--- src/rtl/replica_pkg.sv ---
// Shared replica types: proposal command/struct, generator FSM states, city count.
// Also hosts the xorshift32 step so every random source agrees on the sequence.
package replica_pkg;

  localparam int city_num = 30;
  localparam int city_w   = $clog2(city_num);

  typedef enum logic [1:0] {
    THR = 2'd0,
    TWO = 2'd1,
    OR0 = 2'd2,
    OR1 = 2'd3
  } opt_command_t;

  typedef struct packed {
    opt_command_t        com;
    logic [city_w-1:0]   K;
    logic [city_w-1:0]   L;
    logic [22:0]         r_metropolis;
    logic [22:0]         r_exchange;
  } opt_t;

  typedef enum logic [2:0] {
    DRAW_K = 3'd0,
    DRAW_L = 3'd1,
    DRAW_M = 3'd2,
    DRAW_X = 3'd3,
    FULL   = 3'd4
  } opt_gen_state_t;

  function automatic logic [31:0] xorshift32_next(input logic [31:0] x);
    logic [31:0] y;
    y = x;
    y = y ^ (y << 13);
    y = y ^ (y >> 17);
    y = y ^ (y << 5);
    return y;
  endfunction

endpackage

--- src/rtl/opt_gen_if.sv ---
// Proposal stream between one opt_gen and its replica's metropolis stage.
// master = generator side, slave = consumer side.
interface opt_gen_if;

  logic                run_en;
  logic                opt_run;
  replica_pkg::opt_t   out_opt;
  logic                ready;
  logic [15:0]         bubble_count;

  modport master (
    input  run_en,
    input  opt_run,
    output out_opt,
    output ready,
    output bubble_count
  );

  modport slave (
    output run_en,
    output opt_run,
    input  out_opt,
    input  ready,
    input  bubble_count
  );

endinterface

--- src/rtl/xorshift32.sv ---
// xorshift32 random source: value is the current state, advanced once per cycle when step=1.
// A zero seed is replaced by 1 since zero is a fixed point of the generator.
module xorshift32
  import replica_pkg::*;
(
  input  logic        clk,
  input  logic        reset,
  input  logic [31:0] seed,
  input  logic        step,
  output logic [31:0] value
);

  logic [31:0] r_x;

  always_ff @(posedge clk) begin
    if (!reset) begin
      r_x <= (seed == 32'h0) ? 32'h1 : seed;
    end else if (step) begin
      r_x <= xorshift32_next(r_x);
    end
  end

  assign value = r_x;

endmodule

--- src/rtl/opt_gen.sv ---
// Per-replica proposal generator: draws K, L, r_metropolis, r_exchange, move type into a one-entry
// buffer (best case 4 cycles to ready); opt_run consumes it, or yields a THR bubble when not ready.
module opt_gen
  import replica_pkg::*;
#(
  parameter int          id       = 0,
  parameter logic [31:0] seed     = 32'h1,
  parameter int          city_num = replica_pkg::city_num
) (
  input logic        clk,
  input logic        reset,
  opt_gen_if.master  bus
);

  localparam int                CW        = $clog2(city_num);
  localparam logic [city_w-1:0] C_MAX     = city_w'(city_num - 1);
  localparam logic [31:0]       SEED_MIX  = seed ^ (32'(id) * 32'h9E3779B9);
  localparam logic [31:0]       SEED_INIT = (SEED_MIX == 32'h0) ? 32'h1 : SEED_MIX;
  localparam opt_t              THR_OPT   = '{com: THR, K: '0, L: '0,
                                              r_metropolis: '0, r_exchange: '0};

  opt_gen_state_t     r_state;
  opt_gen_state_t     w_state_nxt;
  logic [city_w-1:0]  r_k_buf;
  logic [city_w-1:0]  r_l_buf;
  logic [22:0]        r_met_buf;
  logic [22:0]        r_ex_buf;
  opt_command_t       r_com_buf;
  opt_t               r_out;
  logic [15:0]        r_bubble;

  logic               w_run_en;
  logic               w_opt_run;
  logic               w_step;
  logic [31:0]        w_rng;
  logic [city_w-1:0]  w_c;
  logic               w_c_ok;
  logic               w_ld_k;
  logic               w_ld_l;
  logic               w_ld_m;
  logic               w_ld_x;
  opt_t               w_buf;
  logic               w_unused_rng;

  assign w_run_en     = bus.run_en;
  assign w_opt_run    = bus.opt_run;
  assign w_step       = w_run_en && (r_state != FULL);
  assign w_c          = city_w'(w_rng[CW-1:0]);
  assign w_c_ok       = (w_c != '0) && (w_c <= C_MAX);
  assign w_unused_rng = ^w_rng[30:23];

  xorshift32 u_rng (
    .clk   (clk),
    .reset (reset),
    .seed  (SEED_INIT),
    .step  (w_step),
    .value (w_rng)
  );

  // Out-of-range or duplicate candidates are rejected and redrawn next cycle.
  always_comb begin
    w_state_nxt = r_state;
    w_ld_k      = 1'b0;
    w_ld_l      = 1'b0;
    w_ld_m      = 1'b0;
    w_ld_x      = 1'b0;
    case (r_state)
      DRAW_K: if (w_run_en && w_c_ok) begin
        w_ld_k      = 1'b1;
        w_state_nxt = DRAW_L;
      end
      DRAW_L: if (w_run_en && w_c_ok && (w_c != r_k_buf)) begin
        w_ld_l      = 1'b1;
        w_state_nxt = DRAW_M;
      end
      DRAW_M: if (w_run_en) begin
        w_ld_m      = 1'b1;
        w_state_nxt = DRAW_X;
      end
      DRAW_X: if (w_run_en) begin
        w_ld_x      = 1'b1;
        w_state_nxt = FULL;
      end
      FULL:    if (w_opt_run) w_state_nxt = DRAW_K;
      default: w_state_nxt = DRAW_K;
    endcase
  end

  assign w_buf = '{com: r_com_buf, K: r_k_buf, L: r_l_buf,
                   r_metropolis: r_met_buf, r_exchange: r_ex_buf};

  always_ff @(posedge clk) begin
    if (!reset) begin
      r_state   <= DRAW_K;
      r_k_buf   <= '0;
      r_l_buf   <= '0;
      r_met_buf <= '0;
      r_ex_buf  <= '0;
      r_com_buf <= THR;
      r_out     <= THR_OPT;
      r_bubble  <= '0;
    end else begin
      r_state <= w_state_nxt;
      if (w_ld_k) r_k_buf <= w_c;
      if (w_ld_l) r_l_buf <= w_c;
      if (w_ld_m) r_met_buf <= w_rng[22:0];
      if (w_ld_x) begin
        r_ex_buf <= w_rng[22:0];
        // OR0 keeps draw order: downstream derives OR0/OR1 from K<L.
        if (w_rng[31]) begin
          r_com_buf <= TWO;
          if (r_k_buf > r_l_buf) begin
            r_k_buf <= r_l_buf;
            r_l_buf <= r_k_buf;
          end
        end else begin
          r_com_buf <= OR0;
        end
      end
      if (w_opt_run) begin
        if (r_state == FULL) begin
          r_out <= w_buf;
        end else begin
          r_out <= THR_OPT;
          if (w_run_en && (r_bubble != 16'hFFFF)) r_bubble <= r_bubble + 16'd1;
        end
      end
    end
  end

  assign bus.out_opt      = r_out;
  assign bus.ready        = (r_state == FULL);
  assign bus.bubble_count = r_bubble;

endmodule

--- src/flat_wrapper.sv ---
// flat-port wrapper written by rule: the top's interface ports become plain ports
module opt_gen_flat import replica_pkg::*;
#(
  parameter int          id       = 0,
  parameter logic [31:0] seed     = 32'h1,
  parameter int          city_num = replica_pkg::city_num
)
  (clk, reset, bus_run_en, bus_opt_run, bus_out_opt, bus_ready, bus_bubble_count);
  opt_gen_if bus_i ();
  input logic clk;
  input logic reset;
  input wire logic [$bits(bus_i.run_en)-1:0] bus_run_en;
  input wire logic [$bits(bus_i.opt_run)-1:0] bus_opt_run;
  output wire logic [$bits(bus_i.out_opt)-1:0] bus_out_opt;
  output wire logic [$bits(bus_i.ready)-1:0] bus_ready;
  output wire logic [$bits(bus_i.bubble_count)-1:0] bus_bubble_count;
  assign bus_i.run_en = bus_run_en;
  assign bus_i.opt_run = bus_opt_run;
  assign bus_out_opt = bus_i.out_opt;
  assign bus_ready = bus_i.ready;
  assign bus_bubble_count = bus_i.bubble_count;
  opt_gen #(.id(id), .seed(seed), .city_num(city_num)) u_core (.clk(clk), .reset(reset), .bus(bus_i));
endmodule
--- config.mk ---
export PLATFORM = sky130hd
export DESIGN_NAME = opt_gen_flat
export DESIGN_NICKNAME = d
export VERILOG_FILES = /design/src/rtl/replica_pkg.sv /design/src/rtl/opt_gen_if.sv /design/src/rtl/xorshift32.sv /design/src/rtl/opt_gen.sv /design/src/flat_wrapper.sv
export SDC_FILE = /design/constraint.sdc
export NUM_CORES = 1
export LEC_CHECK = 0
export CAP_MARGIN = 0
export CELL_PAD_IN_SITES_DETAIL_PLACEMENT = 0
export CELL_PAD_IN_SITES_GLOBAL_PLACEMENT = 1
export CORE_MARGIN = 2
export CORE_UTILIZATION = 47
export CTS_CLUSTER_DIAMETER = 40
export CTS_CLUSTER_SIZE = 14
export DETAILED_ROUTE_END_ITERATION = 6
export PLACE_DENSITY_LB_ADDON = 0.12
export SETUP_SLACK_MARGIN = 0.3
export SYNTH_ARGS = -nofsm -noshare
export SYNTH_HDL_FRONTEND = slang
export SYNTH_HIERARCHICAL = 1
export SYNTH_SLANG_ARGS = --single-unit
export TNS_END_PERCENT = 5
--- constraint.sdc ---
create_clock -name clk -period 5.65 [get_ports clk]
set_input_delay 0.8475 -clock clk [delete_from_list [all_inputs] [get_ports clk]]
set_output_delay 0.8475 -clock clk [all_outputs]
set_load 0.05 [all_outputs]
==> results.yml, run 1 <==
global_route:
  grt_pass1_wl_mm: 27.8
  via_count_of_the_first_global_routing_pass: 5512
  overall_global_routing_usage_pct: 19.9
  grt-ovfl-total: 0
  initial_antenna_violation_count: 0
  pin_count_of_the_biggest_net_entering_global_routing: 101
sta:
  fin_crit_ps: 3030
  rsz_0062_raised_after_global_routing: "no"
  slew_viol_final: 0
  finalSetupViolations: 0
  clock_skew_ps: 8.14
  max_clock_freq_ghz: 0.330
  min_period_over_period_pct: 53.6
  max-slew-margin-rel_pct: 25.0
  worst_hold_slack_ps: 468
  worst_pin_slew_ps: 1120
  report.final.hold_viol_count: 0
  final.setup.worst_slack_ps: 2620
  finalSetupTns_ps: 0
power:
  power_density_nw_per_um2: 455
  irDropWorstVdd_mv: 0.308
  power.static_leakage_nw: 3.24
setup_path:
  cp_num_buf_inv: 1
  worst-path-max-fanout: 25
  setup.worst_path.start_class: "input pin"
  critPathMaxStageDelay_ps: 820
  crit_family: "simple AND/OR/NAND/NOR gates"
  worst_ep_arrival_time_ps: 3320
  worst_setup_path_end_kind: "flop"
  worstPathRequired_ps: 5940
  timing_worst_setup_path_type: "input pin to flop"
  worstPathCellList: "clkdlybuf4s50_1 -> and4b_1 -> nand2_1 -> a211o_1 -> o21ai_0 -> a21oi_1"
  worst_path_max_delay_cell: "sky130_fd_sc_hd__and4b_1"
cells_and_area:
  mostFrequentLayoutCell: "sky130_fd_sc_hd__nand2_1"
  drive_gt1_share_pct: 6.89
  num-fill-cells: 1430
  commonest_cells_after_routing_fill_and_taps_aside: "sky130_fd_sc_hd__nand2_1, sky130_fd_sc_hd__dfxtp_1, sky130_fd_sc_hd__a21boi_0"
  syn_to_final_growth_pct: 21.5
  insertedDiodeCount: 0
  final_cells: 1160
  num-nets-final: 942
cts:
  clock-sinks: 167
  cts_htree_levels: 4
  cts-buffers-inserted: 17
  post_cts_resized: 0
  cts.hold.buffers_added: 0
  clk_pin_slew_worst_paths_ps: 60
  cell_at_the_root_of_the_clock_tree: "sky130_fd_sc_hd__clkbuf_16"
  post_cts_buffers: 0
  clockBufferDepth: 2
  clk_latency_ps: 420
  cts_tree: "built"
placement:
  dp_slack_ps: 2190
  place.detailed.hpwl_mm: 11.3
  io_buffer_count: 78
  dpl.cell_count: 1129
  globalplace.congestion: 0.818
logic_synthesis:
  yosysWarnings: 6
  post_synth_and_or_nand_nor_area_fraction_pct: 18.9
  synthAdderAreaFrac_pct: 0.978
  syn_avg_cell_area_um2: 9.30
  complex_gate_fraction_of_the_synthesized_area_pct: 16.2
  yosys-mux-area-fraction_pct: 2.90
  netlist-cell-type-count: 53
  number_of_enable_type_register_cells_in_the_synthesized_netlist: 32
  yosys.area_share.xor_xnor_pct: 9.65
  synth_seq_area_share_pct: 47.7
  ys_seq_elements: 167
  dominantRegCellSynth: "sky130_fd_sc_hd__dfxtp_1"
  postSynth.asyncResetShare_pct: 0
  syn-cell-area_um2: 7670
  synth_cells: 825
  synth_top_family_by_area: "simple AND/OR/NAND/NOR gates"
route:
  post_drt_via_cell_ratio: 5.01
  first_iter_violations: 331
  drt_pre_antenna_iters: 4
  postRouteWirelength_mm: 17.1
  routed-via-count: 5806
  number_of_nets_still_failing_antenna_checks_after_routing: 0
  detailed_route_drc_error_count: 0
  wl_per_cell_um: 14.7
die:
  initial_utilization_pct: 48.1
  floorplan.die.height_um: 132
  core_area_um2: 15900
  placementRows: 46
  design.die.area_um2: 17400
  top_level_ports: 79
  chipWidth_um: 132
run_status:
  outcome: "completed"
run:
  max-cap-violations: 0
worst_hold_path:
  hold_class: "flop to flop"
[stage by stage]
stage | power, mW | cell area [um2] | utilization, %
2_1_floorplan | 2.85 | 7910 | -
3_3_place_gp | 3.09 | 8750 | 54.9
3_5_place_dp | 3.15 | 8750 | 54.9
4_1_cts | 4.28 | 9320 | 58.5
5_1_grt | 4.49 | 9320 | 58.5
6_report | 4.24 | 9320 | 58.5
[cell type report]
cell class	instances	area, um2	area share [%]
repair buffers	82	803	8.62
flip-flops and latches	167	3660	39.3
well taps	216	270	2.90
clock inverters	11	98.8	1.06
inverters	10	37.5	0.403
clock buffers	20	468	5.02
multi-input cells	654	3980	42.7
[kinds of logic (layout without fill, tap and decap cells)]
family / after synthesis / after routing
simple gates: 310 / 310
buf+inv: 66 / 123
fa+ha+maj: 6 / 6
other cells: 2 / 64
xor+xnor: 76 / 76
mux: 21 / 21
flops: 167 / 167
compound gates: 177 / 177
[layer usage]
metal	global-route usage, %	vias to the layer above	part of all wire, %
li1	-	2962	-
met1	27.4	2747	50
met2	31.8	82	46
met3	3.92	15	3.4
met4	6.46	0	1.3
met5	0	-	0
[cell usage after synthesis (3+ instances only)]
cell type                  instances  share of area [%]
sky130_fd_sc_hd__a21boi_0        107                 10
sky130_fd_sc_hd__a21oi_1          37                2.4
sky130_fd_sc_hd__and2_1            8               0.65
sky130_fd_sc_hd__buf_1             9               0.44
sky130_fd_sc_hd__buf_2             4               0.26
sky130_fd_sc_hd__clkbuf_1         40                2.0
sky130_fd_sc_hd__dfxtp_1         135                 35
sky130_fd_sc_hd__edfxtp_1         32                 13
sky130_fd_sc_hd__ha_1              6               0.98
sky130_fd_sc_hd__inv_1            10               0.49
sky130_fd_sc_hd__mux2_2            6               0.88
sky130_fd_sc_hd__mux2i_1          14                1.8
sky130_fd_sc_hd__nand2_1         142                6.9
sky130_fd_sc_hd__nand2b_1         27                2.2
sky130_fd_sc_hd__nand3_1          67                4.4
sky130_fd_sc_hd__nand4_1           7               0.57
sky130_fd_sc_hd__nor2_1           29                1.4
sky130_fd_sc_hd__nor2b_1           6               0.49
sky130_fd_sc_hd__nor4_1            8               0.65
sky130_fd_sc_hd__o211ai_1          6               0.59
sky130_fd_sc_hd__o21ai_0          12               0.78
sky130_fd_sc_hd__o31ai_1           4               0.39
sky130_fd_sc_hd__xnor2_1          47                5.4
sky130_fd_sc_hd__xnor2_2           7                1.5
sky130_fd_sc_hd__xor2_1           19                2.2
sky130_fd_sc_hd__xor2_2            3               0.64
[tightest hold or removal path, stage by stage (launching register included)]
cell                       delay (ps)
sky130_fd_sc_hd__dfxtp_1          310
sky130_fd_sc_hd__nand2_1           50
sky130_fd_sc_hd__a21boi_0          60
[registers in the layout, indices dropped and copies added (netlist names), 3 cells and up]
name	flops
u_core/bus.bubble_count	16
u_core/r_l_buf	5
u_core/bus.out_opt	58
u_core/r_state	3
u_core/r_k_buf	5
u_core/r_ex_buf	23
u_core/u_rng/value	32
u_core/r_met_buf	23
[path summary, 6_finish.rpt]
check | startpoint | to | slack (ps) | cells after the start
max | bus_run_en | u_core/r_k_buf[4] | 2620 | 6
max reg2reg | u_core/r_state[0] | u_core/u_rng/value[15] | 3060 | 4
min | u_core/r_ex_buf[5] | u_core/r_ex_buf[5] | 470 | 2
min reg2reg | u_core/r_ex_buf[5] | u_core/r_ex_buf[5] | 470 | 2
[power by group]
group	switching [mW]	internal (mW)	leakage [nW]
clock network	0.468	0.641	0.281
registers	0.298	1.46	1.41
logic	0.667	0.705	1.55
total	1.43	2.81	3.24
(Power assumes the default switching activity.)
==> inputs of run 2 (changes only) <==
Settings changed: CORE_UTILIZATION 47 to 40.
Clock period 5.65 ns to 2.7 ns, I/O delays scaled along.
==> run 2 against run 1 <==
  * Critical path type is now flop to flop
  * Total power is 110% higher
  * Non-clock buffer count up 10
  * Combinational power rose by 120%
  * Cell area is 1.8% higher
  * Clock power up 120%
  * Global-route usage is 1.8 points lower
  * Critical endpoint is now u_core/r_k_buf[3]
==> results.yml, run 2 (same netlist as run 1, synthesis figures left out) <==
run_status:
  outcome: "completed"
route:
  routed-via-count: 5882
  first_iter_violations: 287
  number_of_nets_still_failing_antenna_checks_after_routing: 0
  wl_per_cell_um: 15.0
  detailed_route_drc_error_count: 0
  drt_pre_antenna_iters: 4
  postRouteWirelength_mm: 17.8
  post_drt_via_cell_ratio: 4.95
setup_path:
  worstPathCellList: "or4_1 -> o211a_4 -> nand2_2 -> mux2i_1 -> a21oi_1"
  worstRegToRegCells: 5
  setup.reg_to_reg.worst_slack_ps: 550
  crit_family: "simple AND/OR/NAND/NOR gates"
  worst-path-max-fanout: 9
  worst_path_max_delay_cell: "sky130_fd_sc_hd__edfxtp_1"
  worst_ep_arrival_time_ps: 2450
  timing_worst_setup_path_type: "flop to flop"
  worst_setup_path_end_kind: "flop"
  rr_endpoint: "u_core/r_k_buf[3]"
  cp_num_buf_inv: 0
  r2r-start: "u_core/u_rng/value[4]"
  worstPathRequired_ps: 3000
  critPathMaxStageDelay_ps: 670
  setup.worst_path.start_class: "flop"
cells_and_area:
  num-nets-final: 952
  num-fill-cells: 1758
  insertedDiodeCount: 0
  drive_gt1_share_pct: 8.06
  final_util_pct: 50.6
  largest_reg_flops: 58
  commonest_cells_after_routing_fill_and_taps_aside: "sky130_fd_sc_hd__nand2_1, sky130_fd_sc_hd__dfxtp_1, sky130_fd_sc_hd__a21boi_0"
  syn_to_final_growth_pct: 23.7
  mostFrequentLayoutCell: "sky130_fd_sc_hd__nand2_1"
sta:
  max-slew-margin-rel_pct: 52.8
  rsz_0062_raised_after_global_routing: "no"
  fin_crit_ps: 2150
  report.final.hold_viol_count: 0
  slew_viol_final: 0
  finalSetupTns_ps: 0
  worst_pin_slew_ps: 708
  clock_skew_ps: 9.15
  max_clock_freq_ghz: 0.465
  finalSetupViolations: 0
  min_period_over_period_pct: 79.7
die:
  chipWidth_um: 143
  design.die.area_um2: 20300
  floorplan.die.height_um: 143
  placementRows: 50
  initial_utilization_pct: 40.9
  top_level_ports: 79
  core_area_um2: 18800
global_route:
  pin_count_of_the_biggest_net_entering_global_routing: 88
  via_count_of_the_first_global_routing_pass: 5562
  grt-ovfl-total: 0
  initial_antenna_violation_count: 0
  grt_pass1_wl_mm: 28.9
  overall_global_routing_usage_pct: 18.1
cts:
  cts_tree: "built"
  cell_at_the_root_of_the_clock_tree: "sky130_fd_sc_hd__clkbuf_16"
  clock-sinks: 167
  cts-buffers-inserted: 17
  clockBufferDepth: 2
  clk_latency_ps: 430
  post_cts_resized: 0
  cts_htree_levels: 4
  post_cts_buffers: 0
  cts.hold.buffers_added: 0
  clk_pin_slew_worst_paths_ps: 70
power:
  post-layout-total-power_mw: 9.06
  power_density_nw_per_um2: 954
  irDropWorstVdd_mv: 0.552
  power.static_leakage_nw: 3.31
worst_hold_path:
  worst_hold_path.endpoint: "u_core/r_ex_buf[2]"
  min_from: "reset"
  whs_path_depth: 2
  hold_class: "input pin to flop"
placement:
  globalplace.congestion: 0.761
  place.detailed.hpwl_mm: 11.9
  io_buffer_count: 78
run:
  max-cap-violations: 0
[run 2: cell type report]
cell class | instances | area (um2) | area share [%]
clock buffer | 22 | 528 | 5.56
clock inverter | 10 | 78.8 | 0.831
inverter | 10 | 37.5 | 0.396
multi-input combinational | 654 | 3980 | 41.9
sequential | 167 | 3660 | 38.6
tap | 234 | 293 | 3.09
timing repair buffer | 92 | 913 | 9.62
[run 2: through the flow]
| step | worst slack (ps) | instance area, um2 | cells | hold slack (ps) |
|---|---|---|---|---|
| after floorplan | 369 | 7910 | 887 | 444 |
| after global placement | 468 | 8880 | 1157 | 451 |
| after detailed placement | 383 | 8880 | 1157 | 459 |
| after CTS | 557 | 9490 | 1189 | 361 |
| after global routing | 487 | 9490 | 1189 | 387 |
| final | 548 | 9490 | 1189 | 378 |
[run 2: where the power goes]
part / internal (mW) / leakage [nW] / total (mW) / switching [mW]
Combinational: 1.53 / 1.61 / 3.02 / 1.49
Sequential: 3.05 / 1.41 / 3.59 / 0.538
Clock: 1.41 / 0.297 / 2.45 / 1.05
[run 2: how the worst max path moves through the flow]
stage                                from               endpoint  slack (ps)  cells past startpoint
3_5_place_dp                   bus_run_en      u_core/r_k_buf[2]         380                      6
4_1_cts        u_core/bus.bubble_count[2]    bus_bubble_count[2]         560                      1
3_3_place_gp                   bus_run_en      u_core/r_l_buf[0]         470                      6
2_1_floorplan           u_core/r_state[0]  u_core/u_rng/value[0]         370                      6
6_report            u_core/u_rng/value[4]      u_core/r_k_buf[3]         550                      5
5_1_grt             u_core/u_rng/value[4]      u_core/r_k_buf[3]         490                      5
[run 2: routing by layer]
layer	share of wire (%)	vias up	track usage [%]
met3	3.1	12	3.40
met5	0	-	0
met2	47	99	29.3
met1	49	2781	24.7
met4	1.0	0	5.32
li1	-	2990	-
==> inputs of run 3 (changes only) <==
Settings changed: CORE_UTILIZATION 40 to 44.
Clock period 2.7 ns to 2.1 ns, I/O delays scaled along.
==> run 3 against run 2 <==
  * Count of clock-buffer cells in the layout down 2
  * Worst hold slack worse by 140 ps
  * Clock power up 24%
  * Combinational power up 44%
  * Routed wire length up 0.91%
  * Non-clock buffer count up 25
  * Worst setup slack worse by 400 ps
  * Largest power group unchanged
  * Sequential power up 26%
  * First-iteration DRC count up 4.9%
==> results.yml, run 3 (same netlist as run 1, synthesis figures left out) <==
power:
  post-layout-total-power_mw: 11.9
  clockPowerShare_pct: 25.6
  share_comb_of_total_power_pct: 36.5
  power.switching_fraction_pct: 34.3
  internal_power_mw: 7.82
  power.static_leakage_nw: 3.50
  irDropWorstVdd_mv: 0.924
  seqPwrFrac_pct: 37.9
  power_density_nw_per_um2: 1220
  total_switching_power_mw: 4.08
setup_path:
  r2r-start: "u_core/u_rng/value[1]"
  setup.reg_to_reg.worst_slack_ps: 320
  rr_endpoint: "u_core/r_l_buf[3]"
  crit_family: "buffers and inverters"
  worst_setup_path_end_kind: "primary output"
  cp_num_buf_inv: 1
  worst_ep_arrival_time_ps: 1630
  worstPathCellList: "clkdlybuf4s50_1"
  worstRegToRegCells: 5
  setup.worst_path.start_class: "flop"
  worst_path_max_delay_cell: "sky130_fd_sc_hd__clkdlybuf4s50_1"
  critPathMaxStageDelay_ps: 820
  worst-path-max-fanout: 6
  worstPathRequired_ps: 1780
  timing_worst_setup_path_type: "flop to primary output"
cts:
  clockBufferDepth: 2
  cts_tree: "built"
  cts_htree_levels: 4
  clk_latency_ps: 430
  cell_at_the_root_of_the_clock_tree: "sky130_fd_sc_hd__clkbuf_16"
  clock-sinks: 167
  clk_pin_slew_worst_paths_ps: 60
  cts-buffers-inserted: 17
worst_hold_path:
  hold_class: "input pin to flop"
  whs_path_depth: 4
  min_from: "bus_opt_run"
  worst_hold_path.endpoint: "u_core/bus.out_opt[1]"
cells_and_area:
  num-fill-cells: 1555
  commonest_cells_after_routing_fill_and_taps_aside: "sky130_fd_sc_hd__nand2_1, sky130_fd_sc_hd__dfxtp_1, sky130_fd_sc_hd__a21boi_0"
  final_cells: 1206
  fin_area_um2: 9760
  insertedDiodeCount: 0
  final_util_pct: 56.8
  largest_reg_flops: 58
  syn_to_final_growth_pct: 27.2
  drive_gt1_share_pct: 12.4
  mostFrequentLayoutCell: "sky130_fd_sc_hd__nand2_1"
  num-nets-final: 978
sta:
  rsz_0062_raised_after_global_routing: "yes"
  fin_crit_ps: 1950
  min_period_over_period_pct: 92.7
  finalSetupViolations: 0
  max-slew-margin-rel_pct: 54.1
  clock_skew_ps: 7.16
  worst_pin_slew_ps: 689
  finalSetupTns_ps: 0
  report.final.hold_viol_count: 0
  max_clock_freq_ghz: 0.514
  final.setup.worst_slack_ps: 153
  worst_hold_slack_ps: 236
  slew_viol_final: 0
route:
  first_iter_violations: 301
  post_drt_via_cell_ratio: 4.94
  detailed_route_drc_error_count: 0
  postRouteWirelength_mm: 18.0
  number_of_nets_still_failing_antenna_checks_after_routing: 0
  routed-via-count: 5955
  wl_per_cell_um: 14.9
  drt_pre_antenna_iters: 6
placement:
  place.detailed.hpwl_mm: 12.5
  dp_slack_ps: -10.8
  globalplace.congestion: 0.814
  io_buffer_count: 78
  placed_cell_area_um2: 9130
  dpl.cell_count: 1172
die:
  top_level_ports: 79
  floorplan.die.height_um: 136
  chipWidth_um: 136
  initial_utilization_pct: 44.7
  design.die.area_um2: 18500
  core_area_um2: 17200
  placementRows: 48
global_route:
  grt_pass1_wl_mm: 29.3
  via_count_of_the_first_global_routing_pass: 5752
  overall_global_routing_usage_pct: 20.3
  initial_antenna_violation_count: 0
  grt-ovfl-total: 0
  pin_count_of_the_biggest_net_entering_global_routing: 80
run:
  max-cap-violations: 0
run_status:
  outcome: "completed"
## run 3: cell types whose count changed in the layout (fill, tap and decap cells not counted), moves of 2 or more
cell / before / now
sky130_fd_sc_hd__buf_4: 13 / 34
sky130_fd_sc_hd__dfxtp_1: 135 / 121
sky130_fd_sc_hd__dfxtp_2: 0 / 14
sky130_fd_sc_hd__buf_12: 3 / 7
sky130_fd_sc_hd__clkdlybuf4s50_1: 75 / 71
sky130_fd_sc_hd__clkbuf_16: 20 / 17
sky130_fd_sc_hd__clkinv_4: 3 / 6
sky130_fd_sc_hd__dlygate4sd2_1: 0 / 3
sky130_fd_sc_hd__inv_4: 2 / 0
## run 3: worst max path at each step
stage          depth (start not counted)                  end                  startpoint  slack (ps)
4_1_cts                                3            bus_ready           u_core/r_state[1]         120
5_1_grt                                1  bus_bubble_count[6]  u_core/bus.bubble_count[6]         110
3_3_place_gp                           6    u_core/r_l_buf[3]                  bus_run_en         100
6_report                               1  bus_bubble_count[6]  u_core/bus.bubble_count[6]         150
3_5_place_dp                           6    u_core/r_l_buf[3]                  bus_run_en         -10
2_1_floorplan                          6    u_core/r_l_buf[4]       u_core/u_rng/value[2]         230
## run 3: cell type report
type / instances / area (um2) / area share [%]
inverters: 10 / 37.5 / 0.385
multi-input cells: 655 / 4030 / 41.2
clock inverters: 12 / 118 / 1.21
flip-flops and latches: 167 / 3680 / 37.7
repair buffers: 117 / 1150 / 11.8
clock buffers: 20 / 467 / 4.78
well taps: 225 / 282 / 2.88
## run 3: power by group through the flow
stage | combinational (mW) | sequential, mW | clock (mW)
CTS | 4.29 | 4.51 | 3.11
floorplan | 3.26 | 4.43 | 0
global route | 4.74 | 4.56 | 3.25
global placement | 4.14 | 4.57 | 0
detailed placement | 4.23 | 4.58 | 0
finish | 4.34 | 4.51 | 3.05
## run 3: timing repair
action	in CTS	in global routing
pin swaps	0	6
cloned	0	1
setup buffers	0	1
hold buffers	0	0
gates resized for setup	4	9
setup endpoints to repair	88	88
## run 3: per-layer routing
layer | track usage [%] | share of wire (%) | vias to the layer above
li1 | - | - | 3036
met1 | 28.5 | 50 | 2791
met5 | 0 | 0 | -
met2 | 31.9 | 45 | 109
met4 | 6.19 | 1.4 | 0
met3 | 3.39 | 3.7 | 19
